### src/rtl/npu_seq.sv
// ============================================================================
// Module   : npu_seq
// Brief    : Row sequencer for the NPU systolic array. It issues weight or
//            activation rows, uses credits to gate issue, and buffers results.
// Option   : NPU_SEQ_CYCLE_CNT_EN builds the saturating busy-cycle counter.
// Revision : 1.0 - initial release
// ============================================================================
`default_nettype none

module npu_seq #(
    parameter int ARRAY_N   = 4,
    parameter int OUT_DEPTH = 8
) (
    input  logic                   clk,
    input  logic                   rst_n,
    input  logic                   seq_start,
    input  logic [1:0]             seq_mode,
    input  logic [31:0]            seq_total_rows,
    output logic                   seq_busy,
    output logic                   seq_done,
    output logic [31:0]            seq_cycles,
    input  logic                   in_valid,
    output logic                   in_ready,
    input  logic [ARRAY_N*8-1:0]   in_data,
    output logic                   arr_load_weight,
    output logic                   arr_valid_in,
    output logic [ARRAY_N*8-1:0]   arr_x_in,
    input  logic                   arr_valid_out,
    input  logic [ARRAY_N*32-1:0]  arr_y_out,
    output logic                   out_valid,
    input  logic                   out_ready,
    output logic [ARRAY_N*32-1:0]  out_data
);

    localparam int PW = $clog2(OUT_DEPTH);
    localparam int CW = PW + 1;
    localparam logic [CW:0] DEPTH_S = (CW+1)'(OUT_DEPTH);

    typedef enum logic [1:0] {
        S_IDLE  = 2'd0,
        S_WLOAD = 2'd1,
        S_EXEC  = 2'd2,
        S_DRAIN = 2'd3
    } state_e;

    state_e                  state_q;
    logic [31:0]             rows_q;
    logic                    done_q;
    logic                    avin_q;
    logic                    lw_q;
    logic [ARRAY_N*8-1:0]    x_q;
    logic [CW-1:0]           inflight_q;
    logic [CW-1:0]           count_q;
    logic [PW-1:0]           wr_ptr_q;
    logic [PW-1:0]           rd_ptr_q;
    logic [ARRAY_N*32-1:0]   mem_q [OUT_DEPTH];

    logic                    in_ready_d;
    logic                    in_hs;
    logic                    issue;
    logic                    push;
    logic                    pop;
    logic [CW:0]             occupancy;

    // Credits cover both results still inside the array and results buffered.
    assign occupancy = {1'b0, inflight_q} + {1'b0, count_q};

    always_comb begin
        in_ready_d = 1'b0;
        case (state_q)
            S_WLOAD: in_ready_d = 1'b1;
            S_EXEC:  in_ready_d = (occupancy < DEPTH_S);
            default: in_ready_d = 1'b0;
        endcase
    end

    assign in_hs = in_valid & in_ready_d;
    assign issue = in_hs & (state_q == S_EXEC);
    assign push  = arr_valid_out & (inflight_q != '0);
    assign out_valid = (count_q != '0);
    assign pop   = out_valid & out_ready;

    always_ff @(posedge clk or negedge rst_n) begin
        if (!rst_n) begin
            state_q <= S_IDLE;
            rows_q  <= '0;
            done_q  <= 1'b0;
            avin_q  <= 1'b0;
            lw_q    <= 1'b0;
            x_q     <= '0;
        end else begin
            avin_q <= 1'b0;
            lw_q   <= 1'b0;
            case (state_q)
                S_IDLE: begin
                    if (seq_start) begin
                        done_q <= 1'b0;
                        case (seq_mode)
                            2'd0: begin
                                rows_q  <= 32'(ARRAY_N);
                                state_q <= S_WLOAD;
                            end
                            2'd1: begin
                                if (seq_total_rows != 32'd0) begin
                                    rows_q  <= seq_total_rows;
                                    state_q <= S_EXEC;
                                end else begin
                                    done_q <= 1'b1;
                                end
                            end
                            default: done_q <= 1'b1;
                        endcase
                    end
                end
                S_WLOAD: begin
                    if (in_hs) begin
                        avin_q <= 1'b1;
                        lw_q   <= 1'b1;
                        x_q    <= in_data;
                        rows_q <= rows_q - 32'd1;
                        if (rows_q == 32'd1) begin
                            state_q <= S_IDLE;
                            done_q  <= 1'b1;
                        end
                    end
                end
                S_EXEC: begin
                    if (in_hs) begin
                        avin_q <= 1'b1;
                        x_q    <= in_data;
                        rows_q <= rows_q - 32'd1;
                        if (rows_q == 32'd1) begin
                            state_q <= S_DRAIN;
                        end
                    end
                end
                default: begin
                    if ((inflight_q == '0) && (count_q == '0)) begin
                        state_q <= S_IDLE;
                        done_q  <= 1'b1;
                    end
                end
            endcase
        end
    end

    // Returns with no outstanding credit are strays and are discarded.
    always_ff @(posedge clk or negedge rst_n) begin
        if (!rst_n) begin
            inflight_q <= '0;
        end else begin
            case ({issue, push})
                2'b10:   inflight_q <= inflight_q + 1'b1;
                2'b01:   inflight_q <= inflight_q - 1'b1;
                default: inflight_q <= inflight_q;
            endcase
        end
    end

    always_ff @(posedge clk or negedge rst_n) begin
        if (!rst_n) begin
            count_q  <= '0;
            wr_ptr_q <= '0;
            rd_ptr_q <= '0;
        end else begin
            if (push) begin
                wr_ptr_q <= wr_ptr_q + 1'b1;
            end
            if (pop) begin
                rd_ptr_q <= rd_ptr_q + 1'b1;
            end
            case ({push, pop})
                2'b10:   count_q <= count_q + 1'b1;
                2'b01:   count_q <= count_q - 1'b1;
                default: count_q <= count_q;
            endcase
        end
    end

    always_ff @(posedge clk) begin
        if (push) begin
            mem_q[wr_ptr_q] <= arr_y_out;
        end
    end

    assign out_data        = out_valid ? mem_q[rd_ptr_q] : '0;
    assign in_ready        = in_ready_d;
    assign seq_busy        = (state_q != S_IDLE);
    assign seq_done        = done_q;
    assign arr_valid_in    = avin_q;
    assign arr_load_weight = lw_q;
    assign arr_x_in        = x_q;

`ifdef NPU_SEQ_CYCLE_CNT_EN
    logic [31:0] cycles_q;

    always_ff @(posedge clk or negedge rst_n) begin
        if (!rst_n) begin
            cycles_q <= '0;
        end else if ((state_q == S_IDLE) && seq_start) begin
            cycles_q <= '0;
        end else if ((state_q != S_IDLE) && (cycles_q != 32'hFFFF_FFFF)) begin
            cycles_q <= cycles_q + 32'd1;
        end
    end

    assign seq_cycles = cycles_q;
`else
    assign seq_cycles = 32'd0;
`endif

endmodule

`default_nettype wire

### config.mk
export PLATFORM = sky130hd
export DESIGN_NAME = npu_seq
export DESIGN_NICKNAME = d
export VERILOG_FILES = /design/src/rtl/npu_seq.sv
export SDC_FILE = /design/constraint.sdc
export NUM_CORES = 1
export LEC_CHECK = 0
export ABC_AREA = 0
export CORE_ASPECT_RATIO = 0.75
export CORE_MARGIN = 2
export CORE_UTILIZATION = 62
export CTS_CLUSTER_SIZE = 24
export DETAILED_ROUTE_END_ITERATION = 16
export PLACE_DENSITY = 0.85
export SKIP_CTS_REPAIR_TIMING = 1
export SLEW_MARGIN = 15
export SYNTH_ARGS = -nofsm -noshare
export SYNTH_HDL_FRONTEND = slang
export SYNTH_SLANG_ARGS = --single-unit
export TNS_END_PERCENT = 30
### constraint.sdc
create_clock -name clk -period 22.4 [get_ports clk]
set_input_delay 5.6 -clock clk [delete_from_list [all_inputs] [get_ports clk]]
set_output_delay 5.6 -clock clk [all_outputs]
set_load 0.1 [all_outputs]
==> results of run 1 <==
-- stage by stage --
| step | hold slack, ps | util (%) |
|---|---|---|
| global placement | 484 | 69.2 |
| finish | 504 | 74.1 |
| CTS | 509 | 74.0 |
| global route | 519 | 74.1 |
| detailed placement | 495 | 69.2 |
| floorplan | 468 | - |
-- synth_stat cells (all sizes together) (3+ instances only) --
master     n  area (sq um)
a32o       3          30.0
inv       17          63.8
edfxtp  1024         30700
nand2b    10          62.6
or3        5          31.3
nand3     21           110
a31oi      5          31.3
a21o       4          30.0
o21ai     20           100
or4       10          82.6
and3       5          31.3
nor3      16          80.1
nand2     38           150
mux4     256          5770
nor4b      3          26.3
nor4      27           226
a32oi      4          35.0
xor2       5          43.8
and2       8          50.1
ha        16           200
o31ai     11          87.6
mux2      34           383
dfrtp     83          2080
o211ai     5          37.5
o41ai      3          26.3
mux2i    129          1290
xnor2      6          52.6
buf       79           482
a21oi      8          40.0
a211oi     4          35.0
nor2     156           588
a221o      9          90.1
clkbuf    67           251
nand3b     4          30.0
a21boi     8          60.1
nand4     13          96.3
a211o      9          78.8
-- kinds of logic after synthesis --
group | after synthesis | share of synthesized area, %
DFF | 1107 | 74.8
muxes | 419 | 16.9
and+or+nand+nor | 324 | 3.71
buffers and inverters | 163 | 1.82
AOI/OAI and AO/OA | 114 | 1.98
adders and majority gates | 18 | 0.547
xor gates and xnor gates | 11 | 0.219
other | 1 | 0.00854
-- per-layer routing --
layer | vias up | GRT usage, % | part of all wire [%] | routed length [microns]
met5 | - | 0 | 0.080 | 78
li1 | 9608 | - | - | -
met2 | 995 | 45.5 | 51 | 50200
met1 | 11900 | 37.5 | 39 | 38100
met4 | 14 | 6.88 | 2.0 | 1960
met3 | 155 | 5.30 | 7.6 | 7400
-- state kept, by name (all words and copies together) (netlist names) --
register	count
arr_valid_in	1
rd_ptr_q	3
state_q	2
rows_q	32
arr_load_weight	1
mem_q	1024
arr_x_in	32
inflight_q	4
wr_ptr_q	3
seq_done	1
count_q	4
-- how the worst min path moves through the flow --
stage                     slack, ps                         to                      start  cells past startpoint
final                           500   arr_x_in[18]$_DFFE_PN0P_   arr_x_in[18]$_DFFE_PN0P_                      1
after global routing            520   arr_x_in[18]$_DFFE_PN0P_   arr_x_in[18]$_DFFE_PN0P_                      1
after CTS                       510   arr_x_in[18]$_DFFE_PN0P_   arr_x_in[18]$_DFFE_PN0P_                      1
after detailed placement        500   arr_x_in[18]$_DFFE_PN0P_   arr_x_in[18]$_DFFE_PN0P_                      1
after global placement          480  inflight_q[3]$_DFFE_PN0P_  inflight_q[3]$_DFFE_PN0P_                      1
after floorplan                 470     count_q[3]$_DFFE_PN0P_     count_q[3]$_DFFE_PN0P_                      1
-- cell usage in the layout (no fill, tap or decap), types with 21 or more instances in the layout --
cell,n
edfxtp_1,1024
buf_4,43
clkinv_1,25
nor2_1,149
clkbuf_16,103
nand2_1,35
mux2_2,34
nor4_1,21
clkdlybuf4s50_1,363
mux2i_1,129
dfrtp_1,80
conb_1,32
mux4_2,256
-- area by class of cell --
class	instances	area, sq um	area share (%)
Sequential cell	1107	32800	63.2
Multi-Input combinational cell	918	10500	20.2
Timing Repair Buffer	407	3980	7.67
Clock buffer	116	2630	5.06
Tap cell	946	1180	2.28
Clock inverter	74	729	1.40
Inverter	17	63.8	0.123
Antenna cell	9	22.5	0.0434
==> qor.yml, run 1 <==
finish:
  final_layout_size_suffix_gt1_share_pct: 19.6
  syn_to_final_growth_pct: 18.3
  stdcell_count: 3594
  finalInstanceArea_sq_mm: 0.0519
  nFillCells: 3910
  fin_nets: 2771
timing:
  hold_viol_final: 0
  slew_headroom_pct: 19.6
  tns_ps: 0
  period_needed_ps: 11310
  worst_slack_ps: 11090
  clock.fmax_mhz: 88.4
  rsz0062_at_grt: "false"
  setup_viol_count_final: 0
  worst_slew_pin_slew_ps: 1210
  slew_violations: 0
  fin_crit_sh_pct: 50.5
  final.setup_skew_ps: 21.1
critical_path:
  cp.depth: 6
  r2r_cells: 12
  critPathKind: "register to output pin"
  critical_path_arrival_ps: 5710
  cp_common_cell: "buf_4"
  worst_ep_required_time_ps: 16800
  crit_end: "out_data[124]"
  critPathLaunch: "rd_ptr_q[0]$_DFFE_PN0P_"
  critPathTopFamily: "buffers and inverters"
  cp_max_fo: 52
  crit_chain: "buf_4 -> buf_4 -> mux4_2 -> mux2i_1 -> nor2_1 -> clkdlybuf4s50_1"
  r2r-end: "count_q[3]$_DFFE_PN0P_"
  r2r_start: "count_q[1]$_DFFE_PN0P_"
  max_stage_delay_ps: 1220
  cp-end-kind: "output pin"
  slowest_stage: "clkdlybuf4s50_1"
  cp_num_buf_inv: 3
  start_kind: "register"
  reg2reg_slack_ps: 18090
cts:
  htree_levels: 3
  clockBufferDepth: 3
  cts_sinks: 1107
  clk_pin_slew_ps: 70
  root_buffer: "clkbuf_16"
  cts_made_buffers: 102
  clkLatencyLatePin_ps: 670
  cts_tree: "built"
place:
  hpwl_microns: 53300
  dp_cells: 3394
  pre_cts_ws_ps: 11690
  portBuffers: 365
  place.gp.congestion: 0.881
  place_area_sq_mm: 0.0485
routing:
  drt-initial-drc-count: 2632
  detail-route-antenna-nets: 0
  vias: 22600
  drc: 0
  wl_per_cell_microns: 27.2
  routed_wl_microns: 97700
  first_pass_iters: 5
  viasPerCell: 6.30
job:
  maxCapViolCount: 0
floorplan:
  rows: 84
  die_x_microns: 311
  initial_core_util_pct: 62.6
  coreArea_sq_mm: 0.0701
  io_pins: 398
  fp.dieH_microns: 234
  design.die.area_sq_mm: 0.0730
yosys:
  yosys_warnings: 0
  synth_edf_count: 1024
  syn_area_per_cell_sq_um: 20.4
  synthesis.area_sq_mm: 0.0439
  synth_seq_cells: 1107
  synth_ff_type: "edfxtp_1"
  synth_cells: 2157
  synth_seq_area_share_pct: 74.8
  async_flop_share_pct: 7.50
  synthDistinctLibCells: 72
global_routing:
  grt_usage_pct: 27.1
  antenna_found_initial: 16
  gr-total-overflow: 0
  grt_pass1_wl_microns: 147000
  grt_pass1_vias: 23500
  grt_max_degree: 81
worst_hold_path:
  hp-class: "register to register"
run_status:
  status: "complete, no violations"
Power of run 1 is left out: the tool's default activity adds up to more than one toggle a clock period on the data nets, which glitch-free logic cannot reach.
==> run 2, diff against run 1 <==
- CORE_UTILIZATION: 62 -> 52
- PLACE_DENSITY: 0.85 -> 0.76
- clock period: 22.4 -> 10.1 ns (I/O delays scaled with it)
==> run 2 against run 1 <==
  * Die area grew 19%
  * Worst setup slack lost 7900 ps
  * Global-route usage is 4.9 points lower
  * Sequential share of layout area shrank 0.26 points
  * Sequential cell count did not move
  * Design area increased by 0.41%
  * Non-clock buffer count shrank 5
  * Clock-buffer cell count grew 10
==> qor.yml, run 2 (synthesis results as in run 1) <==
finish:
  nFillCells: 5809
  final_layout_size_suffix_gt1_share_pct: 19.5
  syn_to_final_growth_pct: 18.8
  fin_nets: 2767
  final_common_cell: "edfxtp_1"
  regMostFlops: "mem_q"
  final_cell_mix: "edfxtp_1 (1024), clkdlybuf4s50_1 (363), mux4_2 (256), nor2_1 (149), mux2i_1 (129)"
  largest_register_ffs: 1024
  stdcell_count: 3772
floorplan:
  die_x_microns: 340
  io_pins: 398
  rows: 92
  coreArea_sq_mm: 0.0838
  design.die.area_sq_mm: 0.0868
  initial_core_util_pct: 52.4
  fp.dieH_microns: 256
routing:
  drc: 0
  drt-initial-drc-count: 1941
  routed_wl_microns: 96000
  wl_per_cell_microns: 25.4
  detail-route-antenna-nets: 0
  first_pass_iters: 7
  viasPerCell: 5.90
  vias: 22300
timing:
  tns_ps: 0
  hold_viol_final: 0
  rsz0062_at_grt: "false"
  slew_headroom_pct: 18.6
  worst_slack_ps: 3190
  slew_violations: 0
  final.setup_skew_ps: 20.3
  setup_viol_count_final: 0
  worst_slew_pin_slew_ps: 1220
  clock.fmax_mhz: 145
  fin_crit_sh_pct: 68.4
  period_needed_ps: 6910
global_routing:
  gr-total-overflow: 0
  grt_max_degree: 161
  grt_pass1_wl_microns: 146000
  grt_pass1_vias: 23400
  grt_usage_pct: 22.2
  antenna_found_initial: 15
cts:
  root_buffer: "clkbuf_16"
  cts_sinks: 1107
  clockBufferDepth: 3
  cts_made_buffers: 103
  clk_pin_slew_ps: 70
  htree_levels: 3
  cts_tree: "built"
  clkLatencyLatePin_ps: 660
critical_path:
  critPathKind: "register to output pin"
  critical_path_arrival_ps: 4380
  worst_ep_required_time_ps: 7580
  r2r_start: "inflight_q[0]$_DFFE_PN0P_"
  crit_end: "out_data[35]"
  start_kind: "register"
  cp_max_fo: 42
  cp-end-kind: "output pin"
  critPathLaunch: "rd_ptr_q[0]$_DFFE_PN0P_"
  reg2reg_slack_ps: 6610
  r2r-end: "mem_q[5][99]$_DFFE_PP_"
  r2r_cells: 7
place:
  dp_cells: 3572
  hpwl_microns: 54100
  portBuffers: 365
  pre_cts_ws_ps: 3740
  place.gp.congestion: 0.875
job:
  maxCapViolCount: 0
run_status:
  status: "complete, no violations"
worst_hold_path:
  hp-class: "register to register"
==> run 2: layout make-up <==
type | instances | area (sq um) | share of cell area (%)
inverter | 17 | 63.8 | 0.122
sequential | 1107 | 32800 | 63.0
antenna | 8 | 20.0 | 0.0384
multi-input combinational | 918 | 10500 | 20.1
timing repair buffer | 402 | 3970 | 7.60
clock inverter | 66 | 639 | 1.23
tap | 1128 | 1410 | 2.71
clock buffer | 126 | 2730 | 5.23
==> run 2: how the worst min path moves through the flow <==
stage / startpoint / endpoint / cells after the start / slack, ps
floorplan: count_q[3]$_DFFE_PN0P_ / count_q[3]$_DFFE_PN0P_ / 1 / 470
detailed placement: inflight_q[3]$_DFFE_PN0P_ / inflight_q[3]$_DFFE_PN0P_ / 1 / 500
global placement: arr_x_in[26]$_DFFE_PN0P_ / arr_x_in[26]$_DFFE_PN0P_ / 1 / 490
CTS: inflight_q[3]$_DFFE_PN0P_ / inflight_q[3]$_DFFE_PN0P_ / 1 / 510
global route: inflight_q[3]$_DFFE_PN0P_ / inflight_q[3]$_DFFE_PN0P_ / 1 / 520
finish: arr_x_in[18]$_DFFE_PN0P_ / arr_x_in[18]$_DFFE_PN0P_ / 1 / 510
==> run 2: stage by stage <==
step	util [%]	cell area [sq um]	hold WS, ps
finish	62.2	52100	505
global route	62.2	52100	517
CTS	62.2	52100	507
detailed placement	58.2	48800	495
global placement	58.2	48800	487
floorplan	-	44000	468
==> run 2: critical path, cell delays in order (launching register included) <==
cell	delay [ps]
dfrtp_4	980
buf_4	780
mux4_2	590
mux2i_1	210
nor2_1	100
clkdlybuf4s50_1	1000
==> run 2: metal layers <==
layer	GRT usage, %	share of wire (%)
met5	0	0.11
met4	6.44	2.6
met2	36.6	50
met3	5.12	6.9
met1	29.8	40
Power of run 2 is left out for the same reason.
==> run 3, diff against run 2 <==
- clock period: 10.1 -> 5.7 ns (I/O delays scaled with it)
==> run 3 against run 2 <==
  * Global-route usage grew 0.054 points
  * Via count is 0.55% higher
  * Non-clock buffer count rose by 7
  * Clock-buffer cell count grew 10
  * Register-to-register slack lost 4300 ps
  * Critical path type unchanged
  * Largest cell class unchanged
==> qor.yml, run 3 (synthesis results as in run 1) <==
run_status:
  status: "complete, no violations"
worst_hold_path:
  holdPathStages: 1
  hp-class: "register to register"
critical_path:
  cp_max_fo: 31
  start_kind: "register"
  r2r_cells: 14
  critPathKind: "register to output pin"
  r2r-end: "inflight_q[3]$_DFFE_PN0P_"
  crit_end: "out_data[54]"
  critical_path_arrival_ps: 3790
  r2r_start: "state_q[0]$_DFFE_PN0P_"
  critPathLaunch: "rd_ptr_q[0]$_DFFE_PN0P_"
  worst_ep_required_time_ps: 4280
  cp-end-kind: "output pin"
  reg2reg_slack_ps: 2290
cts:
  root_buffer: "clkbuf_16"
  htree_levels: 3
  clockBufferDepth: 3
  cts_sinks: 1107
  cts_tree: "built"
  clk_pin_slew_ps: 60
  clkLatencyLatePin_ps: 660
  cts_made_buffers: 103
finish:
  final_cell_mix: "edfxtp_1 (1024), clkdlybuf4s50_1 (302), mux4_2 (256), nor2_1 (149), mux2i_1 (129)"
  largest_register_ffs: 1024
  stdcell_count: 3777
  fin_nets: 2774
  regMostFlops: "mem_q"
  nFillCells: 5759
  final_common_cell: "edfxtp_1"
  syn_to_final_growth_pct: 18.9
  fin_util_pct: 62.3
  final_layout_size_suffix_gt1_share_pct: 21.6
timing:
  hold_slack_ps: 504
  worst_slew_pin_slew_ps: 1150
  fin_crit_sh_pct: 91.4
  hold_viol_final: 0
  rsz0062_at_grt: "false"
  setup_viol_count_final: 0
  slew_headroom_pct: 23.3
  clock.fmax_mhz: 192
  slew_violations: 0
  period_needed_ps: 5210
  final.setup_skew_ps: 17.4
floorplan:
  coreArea_sq_mm: 0.0838
  fp.dieH_microns: 256
  io_pins: 398
  die_x_microns: 340
  design.die.area_sq_mm: 0.0868
  initial_core_util_pct: 52.4
  rows: 92
routing:
  wl_per_cell_microns: 25.5
  vias: 22400
  detail-route-antenna-nets: 0
  first_pass_iters: 5
  viasPerCell: 5.93
  drt-initial-drc-count: 2487
  routed_wl_microns: 96100
  drc: 0
place:
  place.gp.congestion: 0.895
  hpwl_microns: 53000
  portBuffers: 365
  dp_cells: 3579
global_routing:
  antenna_found_initial: 19
  grt_pass1_vias: 23200
  grt_pass1_wl_microns: 146000
  grt_usage_pct: 22.2
  grt_max_degree: 107
  gr-total-overflow: 0
job:
  maxCapViolCount: 0
==> run 3: cell type report <==
class	instances	area, sq um	share of cell area (%)
Multi-Input combinational cell	918	10500	20.1
Clock buffer	136	2810	5.38
Sequential cell	1107	32800	62.9
Inverter	17	63.8	0.122
Antenna cell	8	20.0	0.0383
Timing Repair Buffer	409	4110	7.86
Clock inverter	54	480	0.920
Tap cell	1128	1410	2.70
==> run 3: routing by layer <==
metal  up-vias  track usage [%]  routed length (microns)
li1       9624                -                        -
met3       168             4.63                     6620
met1     11700             30.9                    39600
met2       848             36.2                    47800
met5         -                0                      131
met4        20             5.92                     2020
==> run 3: worst min path at each step <==
stage,end,startpoint
5_1_grt,arr_x_in[5]$_DFFE_PN0P_,arr_x_in[5]$_DFFE_PN0P_
3_3_place_gp,arr_x_in[17]$_DFFE_PN0P_,arr_x_in[17]$_DFFE_PN0P_
6_report,arr_x_in[5]$_DFFE_PN0P_,arr_x_in[5]$_DFFE_PN0P_
3_5_place_dp,arr_x_in[14]$_DFFE_PN0P_,arr_x_in[14]$_DFFE_PN0P_
4_1_cts,arr_x_in[14]$_DFFE_PN0P_,arr_x_in[14]$_DFFE_PN0P_
2_1_floorplan,count_q[3]$_DFFE_PN0P_,count_q[3]$_DFFE_PN0P_
==> run 3: worst max-delay path, stage by stage, from the launching register on <==
cell             delay (ps)
dfrtp_4                 890
buf_12                  330
mux4_2                  550
mux2i_1                 240
nor2_1                  100
clkdlybuf4s50_1        1000
==> run 3: through the flow <==
| step | TNS [ps] | area [sq um] | worst slack [ps] |
|---|---|---|---|
| CTS | 0 | 52200 | 383 |
| global placement | 0 | 48900 | 1120 |
| detailed placement | 0 | 48900 | 1110 |
| floorplan | -1694950 | 44000 | -2040 |
| global route | 0 | 52200 | 289 |
| finish | 0 | 52200 | 489 |
Power of run 3 is left out for the same reason.
